--- src/rtl/tgen_pkg.sv ---
// Shared types, default widths and the data pattern for the tgen traffic generator.
package tgen_pkg;

  localparam int ADDR_W_DEF = 13;
  localparam int DATA_W_DEF = 32;
  localparam int LEN_W_DEF  = 12;

  typedef enum logic [2:0] {
    S_IDLE   = 3'd0,
    S_WR_REQ = 3'd1,
    S_WR_RSP = 3'd2,
    S_RD_REQ = 3'd3,
    S_RD_RSP = 3'd4,
    S_DONE   = 3'd5
  } tgen_state_e;

  // Seed XOR as many whole copies of the address as fit, upper leftover bits zero.
  function automatic logic [DATA_W_DEF-1:0] tgen_pattern(input logic [DATA_W_DEF-1:0] seed,
                                                         input logic [ADDR_W_DEF-1:0] addr);
    logic [DATA_W_DEF-1:0] rep;
    rep = '0;
    for (int b = 0; b + ADDR_W_DEF <= DATA_W_DEF; b += ADDR_W_DEF) begin
      rep[b +: ADDR_W_DEF] = addr;
    end
    return seed ^ rep;
  endfunction

endpackage

--- src/rtl/tgen_resp_checker.sv ---
// Read-response compare with saturating error count and first-mismatch address capture.
module tgen_resp_checker
  import tgen_pkg::*;
#(
  parameter int ADDR_W = ADDR_W_DEF,
  parameter int DATA_W = DATA_W_DEF,
  parameter int CNT_W  = LEN_W_DEF
) (
  input  logic              clk,
  input  logic              rst_n,
  input  logic              i_clr,
  input  logic              i_valid,
  input  logic [ADDR_W-1:0] i_addr,
  input  logic [DATA_W-1:0] i_exp,
  input  logic [DATA_W-1:0] i_act,
  output logic [CNT_W-1:0]  o_err_cnt,
  output logic [ADDR_W-1:0] o_first_err_addr
);

  logic w_mismatch;
  assign w_mismatch = i_valid && (i_exp != i_act);

  always_ff @(posedge clk) begin
    if (!rst_n || i_clr) begin
      o_err_cnt        <= '0;
      o_first_err_addr <= '0;
    end else if (w_mismatch) begin
      if (o_err_cnt == '0) o_first_err_addr <= i_addr;
      if (o_err_cnt != '1) o_err_cnt <= o_err_cnt + 1'b1;
    end
  end

endmodule

--- src/rtl/tgen_initiator.sv ---
// Write-then-readback bus-master traffic generator for one XBAR_L2 master port.
// Optional response watchdog and timeout_o port: define TGEN_TIMEOUT_EN.
module tgen_initiator
  import tgen_pkg::*;
#(
  parameter int ADDR_IN_WIDTH  = ADDR_W_DEF,
  parameter int DATA_WIDTH     = DATA_W_DEF,
  parameter int BE_WIDTH       = DATA_WIDTH / 8,
  parameter int LEN_WIDTH      = LEN_W_DEF,
  parameter int TIMEOUT_CYCLES = 256
) (
  input  logic                     clk,
  input  logic                     rst_n,
  input  logic                     start_i,
  input  logic [ADDR_IN_WIDTH-1:0] cfg_base_i,
  input  logic [LEN_WIDTH-1:0]     cfg_len_i,
  input  logic [DATA_WIDTH-1:0]    cfg_seed_i,
  output logic                     data_req_o,
  output logic [ADDR_IN_WIDTH-1:0] data_add_o,
  output logic                     data_wen_o,
  output logic [DATA_WIDTH-1:0]    data_wdata_o,
  output logic [BE_WIDTH-1:0]      data_be_o,
  input  logic                     data_gnt_i,
  input  logic                     data_r_valid_i,
  input  logic [DATA_WIDTH-1:0]    data_r_rdata_i,
  output logic                     busy_o,
  output logic                     done_o,
  output logic                     pass_o,
  output logic [LEN_WIDTH-1:0]     err_cnt_o,
  output logic [ADDR_IN_WIDTH-1:0] first_err_addr_o,
`ifdef TGEN_TIMEOUT_EN
  output logic                     timeout_o,
`endif
  output logic [2:0]               dbg_state_o
);

  tgen_state_e r_state, w_next;
  logic [LEN_WIDTH-1:0]     r_idx, r_len;
  logic [ADDR_IN_WIDTH-1:0] r_base;
  logic [DATA_WIDTH-1:0]    r_seed;
  logic                     r_pass;
  logic [ADDR_IN_WIDTH-1:0] w_addr;
  logic [DATA_WIDTH-1:0]    w_pattern;
  logic w_start_ok, w_last, w_req, w_wd_hit, w_timeout, w_pass_now, w_rsp_ok;

  assign w_start_ok = (r_state == S_IDLE) && start_i;
  assign w_addr     = r_base + ADDR_IN_WIDTH'(r_idx);
  assign w_pattern  = tgen_pattern(r_seed, w_addr);
  assign w_last     = (r_idx == r_len - LEN_WIDTH'(1));
  assign w_req      = (r_state == S_WR_REQ) || (r_state == S_RD_REQ);
  assign w_rsp_ok   = ((r_state == S_WR_RSP) || (r_state == S_RD_RSP)) && data_r_valid_i;

  always_comb begin
    w_next = r_state;
    case (r_state)
      S_IDLE:   if (start_i) w_next = (cfg_len_i == '0) ? S_DONE : S_WR_REQ;
      S_WR_REQ: if (data_gnt_i) w_next = S_WR_RSP;
      S_WR_RSP: begin
        if (data_r_valid_i) w_next = w_last ? S_RD_REQ : S_WR_REQ;
        else if (w_wd_hit)  w_next = S_DONE;
      end
      S_RD_REQ: if (data_gnt_i) w_next = S_RD_RSP;
      S_RD_RSP: begin
        if (data_r_valid_i) w_next = w_last ? S_DONE : S_RD_REQ;
        else if (w_wd_hit)  w_next = S_DONE;
      end
      S_DONE:   w_next = S_IDLE;
      default:  w_next = S_IDLE;
    endcase
  end

  always_ff @(posedge clk) begin
    if (!rst_n) begin
      r_state <= S_IDLE;
      r_idx   <= '0;
      r_len   <= '0;
      r_base  <= '0;
      r_seed  <= '0;
      r_pass  <= 1'b0;
    end else begin
      r_state <= w_next;
      if (w_start_ok) begin
        r_base <= cfg_base_i;
        r_len  <= cfg_len_i;
        r_seed <= cfg_seed_i;
        r_idx  <= '0;
        r_pass <= 1'b0;
      end else if (w_rsp_ok) begin
        r_idx <= w_last ? '0 : r_idx + 1'b1;
      end
      if (r_state == S_DONE) r_pass <= w_pass_now;
    end
  end

`ifdef TGEN_TIMEOUT_EN
  localparam int WD_W = $clog2(TIMEOUT_CYCLES) + 1;
  localparam logic [WD_W-1:0] WD_MAX = WD_W'(TIMEOUT_CYCLES - 1);
  logic [WD_W-1:0] r_wd_cnt;
  logic            r_timeout;
  logic            w_in_rsp;

  assign w_in_rsp = (r_state == S_WR_RSP) || (r_state == S_RD_RSP);
  assign w_wd_hit = w_in_rsp && !data_r_valid_i && (r_wd_cnt == WD_MAX);

  always_ff @(posedge clk) begin
    if (!rst_n) begin
      r_wd_cnt  <= '0;
      r_timeout <= 1'b0;
    end else begin
      if (w_start_ok)    r_timeout <= 1'b0;
      else if (w_wd_hit) r_timeout <= 1'b1;
      r_wd_cnt <= (w_in_rsp && !data_r_valid_i && !w_wd_hit) ? r_wd_cnt + 1'b1 : '0;
    end
  end

  assign w_timeout = r_timeout;
  assign timeout_o = r_timeout;
`else
  assign w_wd_hit  = (TIMEOUT_CYCLES < 0);
  assign w_timeout = 1'b0;
`endif

  tgen_resp_checker #(
    .ADDR_W(ADDR_IN_WIDTH),
    .DATA_W(DATA_WIDTH),
    .CNT_W (LEN_WIDTH)
  ) u_checker (
    .clk             (clk),
    .rst_n           (rst_n),
    .i_clr           (w_start_ok),
    .i_valid         ((r_state == S_RD_RSP) && data_r_valid_i),
    .i_addr          (w_addr),
    .i_exp           (w_pattern),
    .i_act           (data_r_rdata_i),
    .o_err_cnt       (err_cnt_o),
    .o_first_err_addr(first_err_addr_o)
  );

  // During the done cycle the result is shown live so it is valid alongside done_o.
  assign w_pass_now   = (err_cnt_o == '0) && !w_timeout;
  assign pass_o       = (r_state == S_DONE) ? w_pass_now : r_pass;
  assign data_req_o   = w_req;
  assign data_add_o   = w_req ? w_addr : '0;
  assign data_wen_o   = (r_state == S_WR_REQ);
  assign data_wdata_o = (r_state == S_WR_REQ) ? w_pattern : '0;
  assign data_be_o    = {BE_WIDTH{r_state == S_WR_REQ}};
  assign busy_o       = (r_state != S_IDLE);
  assign done_o       = (r_state == S_DONE);
  assign dbg_state_o  = r_state;

endmodule

--- config.mk ---
export PLATFORM = sky130hd
export DESIGN_NAME = tgen_initiator
export DESIGN_NICKNAME = d
export VERILOG_FILES = /design/src/rtl/tgen_pkg.sv /design/src/rtl/tgen_resp_checker.sv /design/src/rtl/tgen_initiator.sv
export SDC_FILE = /design/constraint.sdc
export NUM_CORES = 1
export LEC_CHECK = 0
export ABC_CLOCK_PERIOD_IN_PS = 3300
export CAP_MARGIN = 25
export CORE_UTILIZATION = 44
export DETAILED_ROUTE_END_ITERATION = 10
export HOLD_SLACK_MARGIN = 0.02
export PLACE_DENSITY = 0.84
export REMOVE_ABC_BUFFERS = 1
export SYNTH_ARGS = -nofsm -noshare
export SYNTH_HDL_FRONTEND = slang
export SYNTH_SLANG_ARGS = --single-unit
--- constraint.sdc ---
create_clock -name clk -period 3.3 [get_ports clk]
set_clock_uncertainty 0.2 [all_clocks]
set_input_delay 0.33 -clock clk [delete_from_list [all_inputs] [get_ports clk]]
set_output_delay 0.33 -clock clk [all_outputs]
set_load 0.005 [all_outputs]
# Word level (Yosys, flattened, before mapping)
# Index checks and enable logic that the tools add are counted.
# W data, S select, Z words.
[totals]
register_bits = 98
in_bits = 94
out_inout_bits = 82
elab_cells = 59
[classes]
addsub = 4
n_eq_ne = 13
mux = 15
bitwise_logic = 2
reduce_logical = 17
[op_table]
columns = ["op", "count"]
rows = [
  ["$mux W32", 1],
  ["$ne A32 B32 Y1", 1],
  ["$xor A32 B26 Y32", 1],
  ["$add A12 B1 Y12 const B", 2],
  ["$logic_not A12 Y1", 2],
  ["$mux W3", 7],
  ["$pmux W3 S5", 1],
  ["$add A13 B12 Y13", 1],
  ["$mux W13", 1],
  ["$eq A12 B12 Y1", 1],
  ["$mux W12", 1],
  ["$ne A12 B12 Y1 const B", 1],
  ["$sub A12 B1 Y12 const B", 1],
  ["$ne A2 B2 Y1 const B", 4],
  ["$eq A3 B2 Y1 const B", 2],
  ["$eq A3 B3 Y1 const B", 2],
  ["$reduce_and A5 Y1", 1],
  ["$logic_and A1 B1 Y1", 4],
  ["$reduce_and A2 Y1", 2],
  ["$eq A3 B1 Y1 const B", 1],
  ["$logic_not A3 Y1", 1],
  ["$logic_or A1 B1 Y1", 3],
  ["$mux W1", 3],
  ["$reduce_bool A3 Y1", 1],
  ["6 further kinds", 6],
]

# Depth between registers and ports, before layout
# Gate-level depths: netlist of the first run.
[depth]
word_depth = 5
depth_mapped = 15

# Cells and area by module
# From an unflattened synthesis of the first run, not the netlist that was laid out.
[hier_totals]
cells_unflattened = 784
hier_area_um2 = 6030.8
[by_module_without_submodules]
columns = ["mod", "n_inst", "cells_each", "area_each_um2", "seq_area_each_um2"]
rows = [
  ["tgen_initiator", 1, 597, 4469.3, 1461.4],
  ["tgen_resp_checker", 1, 187, 1561.5, 500.5],
]

# Worst setup path before layout of the first run
# Ideal clock, no wire load.
[synth_timing]
kind = "register to register"
from = "reg r_idx[0]"
to = "reg u_checker.o_err_cnt[11]"
setup_time_ps = 70
t_arrival_ps = 3288
required_time_ps = 3030
setup_slack_ps = -259
path_stages_with_launch = 16
n_path_buf = 3
synth_period_minus_slack_ps = 3559
cell_sequence = "dfxtp_1 -> ha_1 -> inv_1 -> fa_1 -> nand2b_1 -> a21oi_1 -> nor2_1 -> o221a_2 -> or4_1 -> a222oi_1 -> and4_1 -> buf_6 -> buf_6 -> buf_6 -> o21ai_0 -> a21oi_1"
[synth_between]
elab_chain_cells = 5
[synth_lines]
columns = ["item", "line_no", "source"]
rows = [
  ["from (decl)", "tgen_initiator.sv:38", "logic [LEN_WIDTH-1:0] r_idx, r_len;"],
  ["from (signal assigned)", "tgen_initiator.sv:89", "r_idx <= w_last ? '0 : r_idx + 1'b1;"],
  ["$add A13 B12 Y13", "tgen_initiator.sv:47", "assign w_addr = r_base + ADDR_IN_WIDTH'(r_idx);"],
  ["$xor A32 B26 Y32", "tgen_pkg.sv:25", "return seed ^ rep;"],
  ["$ne A32 B32 Y1", "tgen_resp_checker.sv:21", "assign w_mismatch = i_valid && (i_exp != i_act);"],
  ["$logic_and A1 B1 Y1", "tgen_resp_checker.sv:21", ""],
  ["$reduce_and A2 Y1 (no source line)", "--", ""],
  ["to (signal assigned)", "tgen_resp_checker.sv:29", "if (o_err_cnt != '1) o_err_cnt <= o_err_cnt + 1'b1;"],
  ["to (decl)", "tgen_resp_checker.sv:16", "output logic [CNT_W-1:0] o_err_cnt,"],
]
# Every way passes these cells.
# A chain may end at the register's enable or synchronous reset.

# Final worst setup path of the first run
[layout_timing]
from = "reg r_base[8]"
to = "reg u_checker.o_err_cnt[4]"
[layout_between]
elab_chain_cells = 5
[layout_lines]
columns = ["item", "line_no", "source"]
rows = [
  ["from (decl)", "tgen_initiator.sv:39", "logic [ADDR_IN_WIDTH-1:0] r_base;"],
  ["from (signal assigned)", "tgen_initiator.sv:83", "r_base <= cfg_base_i;"],
  ["$add A13 B12 Y13", "tgen_initiator.sv:47", ""],
  ["$xor A32 B26 Y32", "tgen_pkg.sv:25", ""],
  ["$ne A32 B32 Y1", "tgen_resp_checker.sv:21", ""],
  ["$logic_and A1 B1 Y1", "tgen_resp_checker.sv:21", ""],
  ["$reduce_and A2 Y1 (no source line)", "--", ""],
]
# Every way passes these cells.

==> metrics.md, run 1 <==
| Metric | Value |
|---|---|
| Main area contributors after synthesis | `dfxtp_1 31%, nand2_1 11%, xnor2_1 7.7%` |
| Post-route cell area | `0.00955 mm^2` |
| Slew Limit Fails | `0` |
| Pin count of the biggest net entering global routing | `60` |
| Sw frac | `between 20 and 30%` |
| PD cells | `about 340 mW/mm^2` |
| Row count | `43` |
| PortBufs | `around 180` |
| GR Util All Layers | `27.6%` |
| Overall routed net length | `~21 mm` |
| WHS | `~0.26 ns` |
| Total number of vias | `between 7000 and 8000` |
| Yosys top cell by area | `dfxtp_1` |
| Max FO, Critical Path | `11` |
| Crit Path Class | `reg -> reg` |
| GRT Residual Overflow | `0` |
| Relative slew slack | `roughly 55%` |
| Fmax | `288 MHz` |
| Pleak | `about 3.8 nW` |
| Max Cap Viol | `0` |
| Synth warnings | `0` |
| Placed cell areas | `about 0.0087 mm^2` |
| Hold crit path type | `reg -> reg` |
| Seq/Total Area, Yosys | `31.2%` |
| Drt wl/cell | `approximately 16 um` |
| CTS Hold Bufs | `0` |
| Via density per instance | `around 5.6` |
| Gate count of the mapped netlist | `around 820` |
| First-pass GRT wire length | `between 30 and 40 mm` |
| Synthesis-stage register bit count | `just under 100` |
| Number of global-route vias before repair | `between 6000 and 7000` |
| Post-synth top flop | `dfxtp_1` |
| Share of total power in the clock network | `approximately 33%` |
| Final Setup Violations | `29` |
| Int Power | `between 2 and 2.5 mW` |
| Drt initial violations | `~580` |
| Clock Sinks | `about 100` |
| Outcome | `finished with violations` |
| Switching power | `roughly 0.95 mW` |
| Combinational fraction of design power | `between 20% and 30%` |
| Num CTS Buffers | `9` |
| GPL Wtd Cong | `roughly 0.9` |
| Critical path launch point type | `flop` |
| VDD IR max | `228 uV` |
| Cell area after synthesis | `between 0.006 and 0.007 mm^2` |
| CTS tree | `built` |
| Final #Nets | `roughly 1200` |
| Total die area | `0.0148 mm^2` |
| Drt drc | `0` |
| Final HPWL DP | `14.1 mm` |
| Core Area | `0.0139 mm^2` |
| Reg power frac | `a little over 40%` |
| RSZ-0062 raised after global routing | `true` |
| Data required, critical path | `3.38 ns` |
| Synth cell types | `between 70 and 80` |
| Post-synth ARST share | `0%` |
| Most frequent cell after synthesis | `nand2_1` |
| Detailed Routing Iterations Pass 1 | `5` |
| Share of cells above drive strength 1 | `17.6%` |
| Worst skew pair latency | `between 0.3 and 0.4 ns` |
| Crit end category | `flop` |
| Final worst slack | `-0.172 ns` |
| Violated checks | `negative setup slack` |
| Syn_area_per_cell | `7.63 um^2` |
| Initial Util | `45.1%` |
| Final design utilization | `68.5%` |
| Final worst-path cycle share | `105%` |
| H-tree depth | `3` |
| Minimum clock period | `3.47 ns` |
| Clk buf depth | `2` |
| Area share of the leading cell type in the synthesized netlist | `between 30 and 40%` |
| DRT antenna net count | `0` |
| Worst-Margin Slew | `0.673 ns` |
| EDFF count, synth | `0` |
| Final Hold Fails | `0` |
| ANT cells | `0` |
| Initial antenna violation count | `0` |
| Clock Pin Slew Worst Setup and Hold Paths | `0.07 ns` |
| Synthesis-to-finish area growth | `51.8%` |
| Root Driver | `clkbuf_16` |
| Die H | `about 120 um` |
| Die W | `around 120 um` |
| Post-synth top cells | `176 x nand2_1, 98 x dfxtp_1, 82 x a21oi_1` |
| Crit path DAT | `around 3.6 ns` |
| # IOs | `between 150 and 200` |
[power by group through the flow]
stage | combinational (mW) | clock (mW) | sequential, mW
final | 0.834 | 1.06 | 1.31
after global placement | 0.771 | 0 | 1.32
after CTS | 0.806 | 1.07 | 1.30
after detailed placement | 0.784 | 0 | 1.33
after global routing | 0.909 | 1.13 | 1.31
after floorplan | 0.414 | 0 | 1.31
[cell type report]
cell class	instances	area, um^2
Clock buffer	9	225
Clock inverter	7	70.1
Fill cell	1045	4390
Inverter	19	71.3
Multi-Input combinational cell	664	4340
Sequential cell	98	1970
Tap cell	180	225
Timing Repair Buffer	280	2640
[critical path: stages (launching register included)]
cell and delay (ns):
dfxtp_1 0.36, ha_4 0.32, buf_4 0.12, nand2_1 0.05, o21a_1 0.21, buf_4 0.16, o2111a_2 0.18, nor3_4 0.27
buf_4 0.16, xor2_1 0.20, o21ai_1 0.14, and4_4 0.22, buf_6 0.14, or4_1 0.50, a21oi_1 0.15
[what timing repair did]
item / 4_1_cts / 5_1_grt
gates resized for setup: 60 / 25
gates cloned: 2 / 1
endpoints found under the setup margin: 45 / 42
setup buffers: 13 / 7
pin swaps: 26 / 13
[routing by layer]
layer / track usage, % / wire length [um] / vias to the layer above
li1: - / - / 3324
met1: 33.0 / 8380 / 3310
met2: 46.8 / 10000 / 322
met3: 7.49 / 1720 / 56
met4: 11.0 / 581 / 0
met5: 0 / 0 / -
[state kept, by name (all words and copies together), names as in the netlist]
signal,cells
dbg_state_o,3
r_base,13
r_idx,12
r_len,12
r_pass,1
r_seed,32
u_checker.o_err_cnt,12
u_checker.o_first_err_addr,13
[placed cells by master (no fill, tap or decap), types with 8 or more instances in the layout]
master,count
mux2i_1,16
nor2_1,67
ha_1,8
nand3_1,23
o21ai_0,8
buf_4,97
nand2_1,174
nor3_1,11
inv_1,17
or4_1,10
dlymetal6s2s_1,8
xor2_1,35
or3_1,12
and3_1,11
and2_1,16
xnor2_1,54
clkdlybuf4s50_1,160
a21oi_1,77
clkbuf_16,10
nor4_1,8
dfxtp_1,91
nand4_1,8
[worst paths after layout]
kind	slack (ns)	end	depth (start not counted)	from
setup reg to reg	-0.17	u_checker.o_err_cnt[4]	14	r_base[8]
hold reg to reg	0.26	u_checker.o_first_err_addr[11]	2	u_checker.o_first_err_addr[11]
hold / removal	0.26	u_checker.o_first_err_addr[11]	2	u_checker.o_first_err_addr[11]
setup / recovery	-0.17	u_checker.o_err_cnt[4]	14	r_base[8]
[per-stage QoR]
| step | setup WS, ns | total power, mW | std cells | TNS [ns] |
|---|---|---|---|---|
| 5_1_grt | -0.272 | 3.35 | 1257 | -6.39 |
| 6_report | -0.172 | 3.20 | 1257 | -3.31 |
| 2_1_floorplan | -0.522 | 1.73 | 781 | -13.20 |
| 3_3_place_gp | -0.372 | 2.09 | 1218 | -7.73 |
| 4_1_cts | -0.0800 | 3.18 | 1250 | -0.626 |
| 3_5_place_dp | -0.423 | 2.11 | 1219 | -8.48 |
[cells by family after synthesis]
| group | count (synthesis) | share of synthesized area (%) |
|---|---|---|
| AOI/OAI and AO/OA | 152 | 15.3 |
| xor gates and xnor gates | 94 | 13.7 |
| adders and majority gates | 17 | 3.50 |
| buffers and inverters | 62 | 4.54 |
| DFF | 98 | 31.2 |
| muxes | 17 | 2.73 |
| and+or+nand+nor | 384 | 29.0 |
Power figures use the tool's default switching activity.
==> run 2: changes to the inputs <==
SKIP_LAST_GASP = 1   (was default)
SLEW_MARGIN = 20   (was default)
==> run 2 against run 1 <==
The flow still finishes with violations (negative setup slack); first-iteration DRC count rose by 22%; critical path depth did not move; register-to-register slack got worse by 0.26 ns; maximum frequency fell by 7.1%; clock-buffer cell count did not move; final area rose by 1.1%; via count rose by 3.5%; total power rose by 0.72%; sequential cell count did not move; sequential power barely moved; highest routed layer unchanged.
==> metrics.md, run 2 (synthesized netlist as in run 1, its figures left out) <==
| Metric | Value |
|---|---|
| Outcome | `finished with violations (unchanged)` |
| Violated checks | `negative setup slack (unchanged)` |
| Max Cap Viol | `0 (unchanged)` |
| Die W | `122 um (unchanged)` |
| Number of global-route vias before repair | `6973 (was 6803)` |
| CTS tree | `built (unchanged)` |
| DRT antenna net count | `0 (unchanged)` |
| Crit end category | `flop (unchanged)` |
| RSZ-0062 raised after global routing | `true (unchanged)` |
| Busiest grt layer | `met2 (unchanged)` |
| Final Hold Fails | `0 (unchanged)` |
| H-tree depth | `3 (unchanged)` |
| Slew Limit Fails | `0 (unchanged)` |
| Reg with most FFs | `r_seed (unchanged)` |
| Slowest CP cell | `or4_4 (was or4_1)` |
| Minimum clock period | `3.74 ns (was 3.47 ns)` |
| Met2 usage | `49.5% (was 46.8%)` |
| Worst skew pair latency | `0.35 ns (was 0.36 ns)` |
| VDD IR max | `238 uV (was 228 uV)` |
| Worst-Margin Slew | `0.661 ns (was 0.673 ns)` |
| PortBufs | `175 (unchanged)` |
| Root Driver | `clkbuf_16 (unchanged)` |
| Crit path max-delay family | `simple AND/OR/NAND/NOR gates (unchanged)` |
| Final worst slack | `-0.435 ns (was -0.172 ns)` |
| Met1 usage | `33.6% (was 33.0%)` |
| Share of cells above drive strength 1 | `18.9% (was 17.6%)` |
| PD cells | `334 mW/mm^2 (was 335 mW/mm^2)` |
| Fin cells | `1262 (was 1257)` |
| Num CTS Buffers | `9 (unchanged)` |
| Pin count of the biggest net entering global routing | `60 (unchanged)` |
| Total die area | `0.0148 mm^2 (unchanged)` |
| Drt wl/cell | `17.8 um (was 16.5 um)` |
| Max FO, Critical Path | `6 (was 11)` |
| Critical path launch point type | `flop (unchanged)` |
| Via density per instance | `5.75 (was 5.58)` |
| Drt initial violations | `704 (was 579)` |
| Cells along the critical path | `ha_4, inv_2, fa_2, nand2b_4, a21oi_4, nor2_2, o221a_2, or4_4, a222oi_1, and4_4, buf_12, buf_16, o31ai_4, a21oi_1 (was ha_4, buf_4, nand2_1, o21a_1, buf_4, o2111a_2, nor3_4, buf_4, xor2_1, o21ai_1, and4_4, buf_6, or4_1, a21oi_1)` |
| Place WS | `-0.402 ns (was -0.423 ns)` |
| Number of cells after detailed placement | `1219 (unchanged)` |
| Buf+Inv Stages, Crit Path | `3 (was 4)` |
| ANT cells | `0 (unchanged)` |
| Clock Pin Slew Worst Setup and Hold Paths | `0.07 ns (about the same)` |
| Drt drc | `0 (unchanged)` |
| Fin Setup TNS | `-8.36 ns (was -3.31 ns)` |
| Overall routed net length | `22.5 mm (was 20.7 mm)` |
| Initial antenna violation count | `0 (unchanged)` |
| Post-route cell area | `0.00965 mm^2 (was 0.00955 mm^2)` |
| Row count | `43 (unchanged)` |
| Met3 global-route usage | `7.91% (was 7.49%)` |
| Commonest cells after routing, fill and taps aside | `174 x nand2_1, 157 x clkdlybuf4s50_1, 99 x buf_4 (was 174 x nand2_1, 160 x clkdlybuf4s50_1, 97 x buf_4)` |
| GRT Residual Overflow | `0 (unchanged)` |
| Clk buf depth | `2 (unchanged)` |
| Hold crit path type | `reg -> reg (unchanged)` |
| GPL Wtd Cong | `0.899 (unchanged)` |
| Core Area | `0.0139 mm^2 (unchanged)` |
| Final Setup Violations | `29 (unchanged)` |
| Fmax | `268 MHz (was 288 MHz)` |
| Crit path DAT | `3.80 ns (was 3.55 ns)` |
| Pleak | `3.91 nW (was 3.77 nW)` |
| Final HPWL DP | `14.2 mm (was 14.1 mm)` |
| Data required, critical path | `3.37 ns (was 3.38 ns)` |
| Total number of vias | `7260 (was 7012)` |
| Die H | `122 um (unchanged)` |
| Placed cell areas | `0.00868 mm^2 (was 0.00869 mm^2)` |
| Max incr delay on CP | `0.54 ns (was 0.50 ns)` |
| Synthesis-to-finish area growth | `53.5% (was 51.8%)` |
| Commonest non-fill, non-tap cell in the layout | `nand2_1 (unchanged)` |
| Initial Util | `45.1% (unchanged)` |
| Top Registers | `r_seed (32), r_base (13), u_checker.o_first_err_addr (13) (unchanged)` |
| First-pass GRT wire length | `33.7 mm (was 32.5 mm)` |
| Largest register FFs | `32 (unchanged)` |
| Detailed Routing Iterations Pass 1 | `5 (unchanged)` |
| Final #Nets | `1188 (was 1183)` |
| # IOs | `176 (unchanged)` |
| GR Util All Layers | `28.9% (was 27.6%)` |
| Relative slew slack | `55.9% (was 55.1%)` |
| Final worst-path cycle share | `113% (was 105%)` |
| Clock Sinks | `98 (unchanged)` |
| Crit Path Class | `reg -> reg (unchanged)` |
==> run 2: changes by cell type in the layout (fill, tap and decap cells not counted), moves of 3 or more <==
cell             delta
dlygate4sd2_1       -4
or4_4               +3
or4_1               -3
dfxtp_2             +3
dlymetal6s2s_1      +7
buf_6               +4
o31ai_4             +3
dfxtp_1             -4
clkdlybuf4s50_1     -3
==> run 2: cell type report <==
| cell class | instances | area [um^2] |
|---|---|---|
| clock buffer | 9 | 225 |
| clock inverter | 7 | 70.1 |
| timing repair buffer | 285 | 2700 |
| fill | 1020 | 4280 |
| inverter | 19 | 71.3 |
| multi-input combinational | 664 | 4390 |
| tap | 180 | 225 |
| sequential | 98 | 1980 |
==> run 2: path summary, 6_finish.rpt <==
| check | slack, ns | start | endpoint | depth (start not counted) |
|---|---|---|---|---|
| hold / removal | 0.26 | u_checker.o_first_err_addr[6] | u_checker.o_first_err_addr[6] | 2 |
| setup / recovery | -0.44 | r_base[0] | u_checker.o_err_cnt[3] | 14 |
| hold reg to reg | 0.26 | u_checker.o_first_err_addr[6] | u_checker.o_first_err_addr[6] | 2 |
| setup reg to reg | -0.44 | r_base[0] | u_checker.o_err_cnt[3] | 14 |
==> run 2: power by group <==
group / total (mW) / switching, mW / leakage [nW] / internal (mW)
combinational: 0.852 / 0.427 / 2.96 / 0.425
clock: 1.06 / 0.478 / 0.145 / 0.586
sequential: 1.31 / 0.0703 / 0.804 / 1.24
total: 3.22 / 0.975 / 3.91 / 2.25
==> run 2: worst reg2reg max path: cells and delay by family (launching register included) <==
kind / cells / cell delay (ns)
buf+inv: 3 / 0.31
flops: 1 / 0.36
fa+ha+maj: 2 / 0.51
compound gates: 5 / 1.14
simple gates: 4 / 1.14
==> run 2: timing repair <==
| item | 4_1_cts | 5_1_grt |
|---|---|---|
| resized for setup | 51 | 55 |
| gates cloned | 2 | 0 |
| buffers inserted | 17 | 12 |
| hold buffers | 0 | 0 |
| setup endpoints to repair | 46 | 47 |
| pin swaps | 31 | 33 |
==> run 2: through the flow <==
| stage | utilization (%) | hold WS (ns) | total power, mW |
|---|---|---|---|
| CTS | 67.3 | 0.263 | 3.18 |
| finish | 69.3 | 0.264 | 3.22 |
| global route | 69.3 | 0.288 | 3.37 |
| floorplan | - | 0.240 | 1.73 |
| detailed placement | 62.3 | 0.250 | 2.11 |
| global placement | 62.2 | 0.241 | 2.09 |
==> run 2: layer usage <==
| metal | vias up | part of all wire (%) |
|---|---|---|
| met1 | 3426 | 39 |
| met2 | 397 | 49 |
| met5 | - | 0 |
| met3 | 95 | 8.5 |
| li1 | 3342 | - |
| met4 | 0 | 3.9 |
==> run 3: changes to the inputs <==
ABC_CLOCK_PERIOD_IN_PS = 4450   (was 3300)
CORE_UTILIZATION = 40   (was 44)
PLACE_DENSITY = 0.76   (was 0.84)
clock period = 4.45 ns   (was 3.3 ns; I/O delays follow)
==> run 3 against run 2 <==
The run now ends clean; cell count fell by 5.3%; sequential cell count is the same; worst setup slack better by 0.77 ns; hold slack worse by 0.0011 ns; sequential power down 26%; clock-buffer cell count grew 4; routed wire length decreased by 19%; highest routed layer unchanged.
==> metrics.md, run 3 (synthesized netlist as in run 1, its figures left out) <==
| Metric | Value |
|---|---|
| Fill cell count | `1464 (was 1020)` |
| H-tree depth | `3 (unchanged)` |
| Clock Sinks | `98 (unchanged)` |
| CTS Hold Bufs | `0 (unchanged)` |
| GPL Wtd Cong | `0.866 (was 0.899)` |
| Buf+Inv Stages, Crit Path | `2 (was 3)` |
| PortBufs | `175 (unchanged)` |
| Row count | `45 (was 43)` |
| Initial antenna violation count | `0 (unchanged)` |
| Crit end category | `flop (unchanged)` |
| Final Hold Fails | `0 (unchanged)` |
| Num CTS Buffers | `9 (unchanged)` |
| Worst Hold Endpoint | `u_checker.o_first_err_addr[4] (was u_checker.o_first_err_addr[6])` |
| Minimum clock period | `4.11 ns (was 3.74 ns)` |
| Drt drc | `0 (unchanged)` |
| Final #Nets | `1090 (was 1188)` |
| Core Area | `0.0153 mm^2 (was 0.0139 mm^2)` |
| Drt wl/cell | `15.2 um (was 17.8 um)` |
| Die W | `127 um (was 122 um)` |
| Worst R2R Setup Slack | `0.34 ns (was -0.44 ns)` |
| GR Util All Layers | `22.7% (was 28.9%)` |
| Hold path cells | `2 (unchanged)` |
| Critical path launch point type | `flop (unchanged)` |
| VDD IR max | `174 uV (was 238 uV)` |
| PD cells | `265 mW/mm^2 (was 334 mW/mm^2)` |
| Data required, critical path | `4.49 ns (was 3.37 ns)` |
| Total number of vias | `6279 (was 7260)` |
| Commonest cells after routing, fill and taps aside | `175 x nand2_1, 175 x clkdlybuf4s50_1, 98 x dfxtp_1 (was 174 x nand2_1, 157 x clkdlybuf4s50_1, 99 x buf_4)` |
| Overall routed net length | `18.2 mm (was 22.5 mm)` |
| Clock Pin Slew Worst Setup and Hold Paths | `0.07 ns (about the same)` |
| Total power | `2.24 mW (was 3.22 mW)` |
| Slew Limit Fails | `0 (unchanged)` |
| Reg with most FFs | `r_seed (unchanged)` |
| Slowest CP cell | `and4_1 (was or4_4)` |
| RSZ-0062 raised after global routing | `false (was true)` |
| ANT cells | `0 (unchanged)` |
| Fin Setup TNS | `0 ns (was -8.36 ns)` |
| Post-CTS setup buffers | `0 (was 17)` |
| Crit path max-delay family | `simple AND/OR/NAND/NOR gates (unchanged)` |
| Die H | `127 um (was 122 um)` |
| Root Driver | `clkbuf_16 (unchanged)` |
| Final HPWL DP | `13.4 mm (was 14.2 mm)` |
| Clk buf depth | `2 (unchanged)` |
| Reg2reg end | `u_checker.o_first_err_addr[2] (was u_checker.o_err_cnt[3])` |
| Multi-input logic area | `0.00405 mm^2 (was 0.00439 mm^2)` |
| CTS tree | `built (unchanged)` |
| Relative slew slack | `52.7% (was 55.9%)` |
| Max incr delay on CP | `0.55 ns (was 0.54 ns)` |
| DRT antenna net count | `0 (unchanged)` |
| Path depth of the worst reg2reg path | `13 (was 14)` |
| GRT Residual Overflow | `0 (unchanged)` |
| Via density per instance | `5.25 (was 5.75)` |
| Cells along the critical path | `ha_1, inv_1, fa_1, nand2b_1, a21oi_1, nor2_1, o221a_2, or4_1, a222oi_1, and4_1, nor4_4, buf_4, mux2i_1 (was ha_4, inv_2, fa_2, nand2b_4, a21oi_4, nor2_2, o221a_2, or4_4, a222oi_1, and4_4, buf_12, buf_16, o31ai_4, a21oi_1)` |
| Pin count of the biggest net entering global routing | `62 (was 60)` |
| Register area | `0.00196 mm^2 (was 0.00198 mm^2)` |
| First-pass GRT wire length | `29.1 mm (was 33.7 mm)` |
| Initial Util | `41.2% (was 45.1%)` |
| Crit path DAT | `4.15 ns (was 3.80 ns)` |
| Drt initial violations | `376 (was 704)` |
| Max FO, Critical Path | `12 (was 6)` |
| Final worst-path cycle share | `92.4% (was 113%)` |
| Worst skew pair latency | `0.35 ns (about the same)` |
| Outcome | `complete, no violations (was finished with violations)` |
| # IOs | `176 (unchanged)` |
| Final Setup Violations | `0 (was 29)` |
| Hold Startpoint | `u_checker.o_first_err_addr[4] (was u_checker.o_first_err_addr[6])` |
| Largest register FFs | `32 (unchanged)` |
| Number of global-route vias before repair | `5848 (was 6973)` |
| Total die area | `0.0162 mm^2 (was 0.0148 mm^2)` |
| Crit Path Class | `reg -> reg (unchanged)` |
| Fmax | `243 MHz (was 268 MHz)` |
| Share of cells above drive strength 1 | `5.08% (was 18.9%)` |
| Worst-Margin Slew | `0.710 ns (was 0.661 ns)` |
| Top Registers | `r_seed (32), r_base (13), u_checker.o_first_err_addr (13) (unchanged)` |
| CTS resizes | `0 (was 51)` |
| Pleak | `3.05 nW (was 3.91 nW)` |
| Hold crit path type | `reg -> reg (unchanged)` |
| Max Cap Viol | `0 (unchanged)` |
| Synthesis-to-finish area growth | `34.4% (was 53.5%)` |
| Reg-to-Reg Start | `r_idx[0] (was r_base[0])` |
| Detailed Routing Iterations Pass 1 | `7 (was 5)` |
run 3: changes by cell type in the layout (fill, tap and decap cells not counted), moves of 7 or more:
cell,change
dlymetal6s2s_1,-15
buf_6,-7
ha_1,+8
buf_4,-87
ha_4,-8
dfxtp_2,-10
clkdlybuf4s50_1,+18
dfxtp_1,+11
run 3: how the worst max path moves through the flow:
| stage | startpoint | endpoint | slack [ns] | cells after the start |
|---|---|---|---|---|
| 2_1_floorplan | r_idx[0] | u_checker.o_first_err_addr[0] | 0.63 | 12 |
| 3_3_place_gp | r_idx[0] | u_checker.o_first_err_addr[2] | 0.52 | 13 |
| 3_5_place_dp | r_idx[0] | u_checker.o_first_err_addr[3] | 0.42 | 13 |
| 4_1_cts | r_idx[0] | u_checker.o_first_err_addr[2] | 0.39 | 13 |
| 5_1_grt | r_idx[0] | u_checker.o_err_cnt[11] | 0.1 | 15 |
| 6_report | r_idx[0] | u_checker.o_first_err_addr[2] | 0.34 | 13 |
run 3: area by class of cell:
| cell class | instances | share of cell area [%] |
|---|---|---|
| multi-input combinational | 664 | 47.9 |
| sequential | 98 | 23.2 |
| timing repair buffer | 187 | 21.8 |
| tap | 211 | 3.12 |
| clock buffer | 13 | 2.96 |
| inverter | 19 | 0.844 |
| clock inverter | 3 | 0.178 |
run 3: metrics by stage:
step,instances,instance area [um^2],hold WS (ns),setup slack [ns],utilization (%)
6_report,1195,8450,0.263,0.338,55.4
5_1_grt,1195,8450,0.280,0.0984,55.4
3_5_place_dp,1179,8190,0.248,0.420,53.7
4_1_cts,1195,8450,0.264,0.391,55.4
2_1_floorplan,781,6070,0.240,0.628,-
3_3_place_gp,1178,8180,0.241,0.515,53.6
run 3: worst min-delay path, delay by kind of cell (launching register included):
kind / cells / cell delay (ns)
DFF: 1 / 0.31
and+or+nand+nor: 1 / 0.05
muxes: 1 / 0.05
run 3: metal layers:
| layer | GRT usage [%] | routed length [um] | share of wire [%] |
|---|---|---|---|
| met5 | 0 | 0 | 0 |
| met4 | 9.38 | 458 | 2.5 |
| met3 | 6.03 | 1290 | 7.1 |
| met2 | 37.4 | 8410 | 46 |
| met1 | 28.1 | 8040 | 44 |
run 3: power by group:
part | leakage (nW) | total, mW | internal, mW | switching [mW]
logic | 2.12 | 0.545 | 0.267 | 0.278
registers | 0.798 | 0.968 | 0.919 | 0.0495
clock network | 0.133 | 0.726 | 0.392 | 0.334
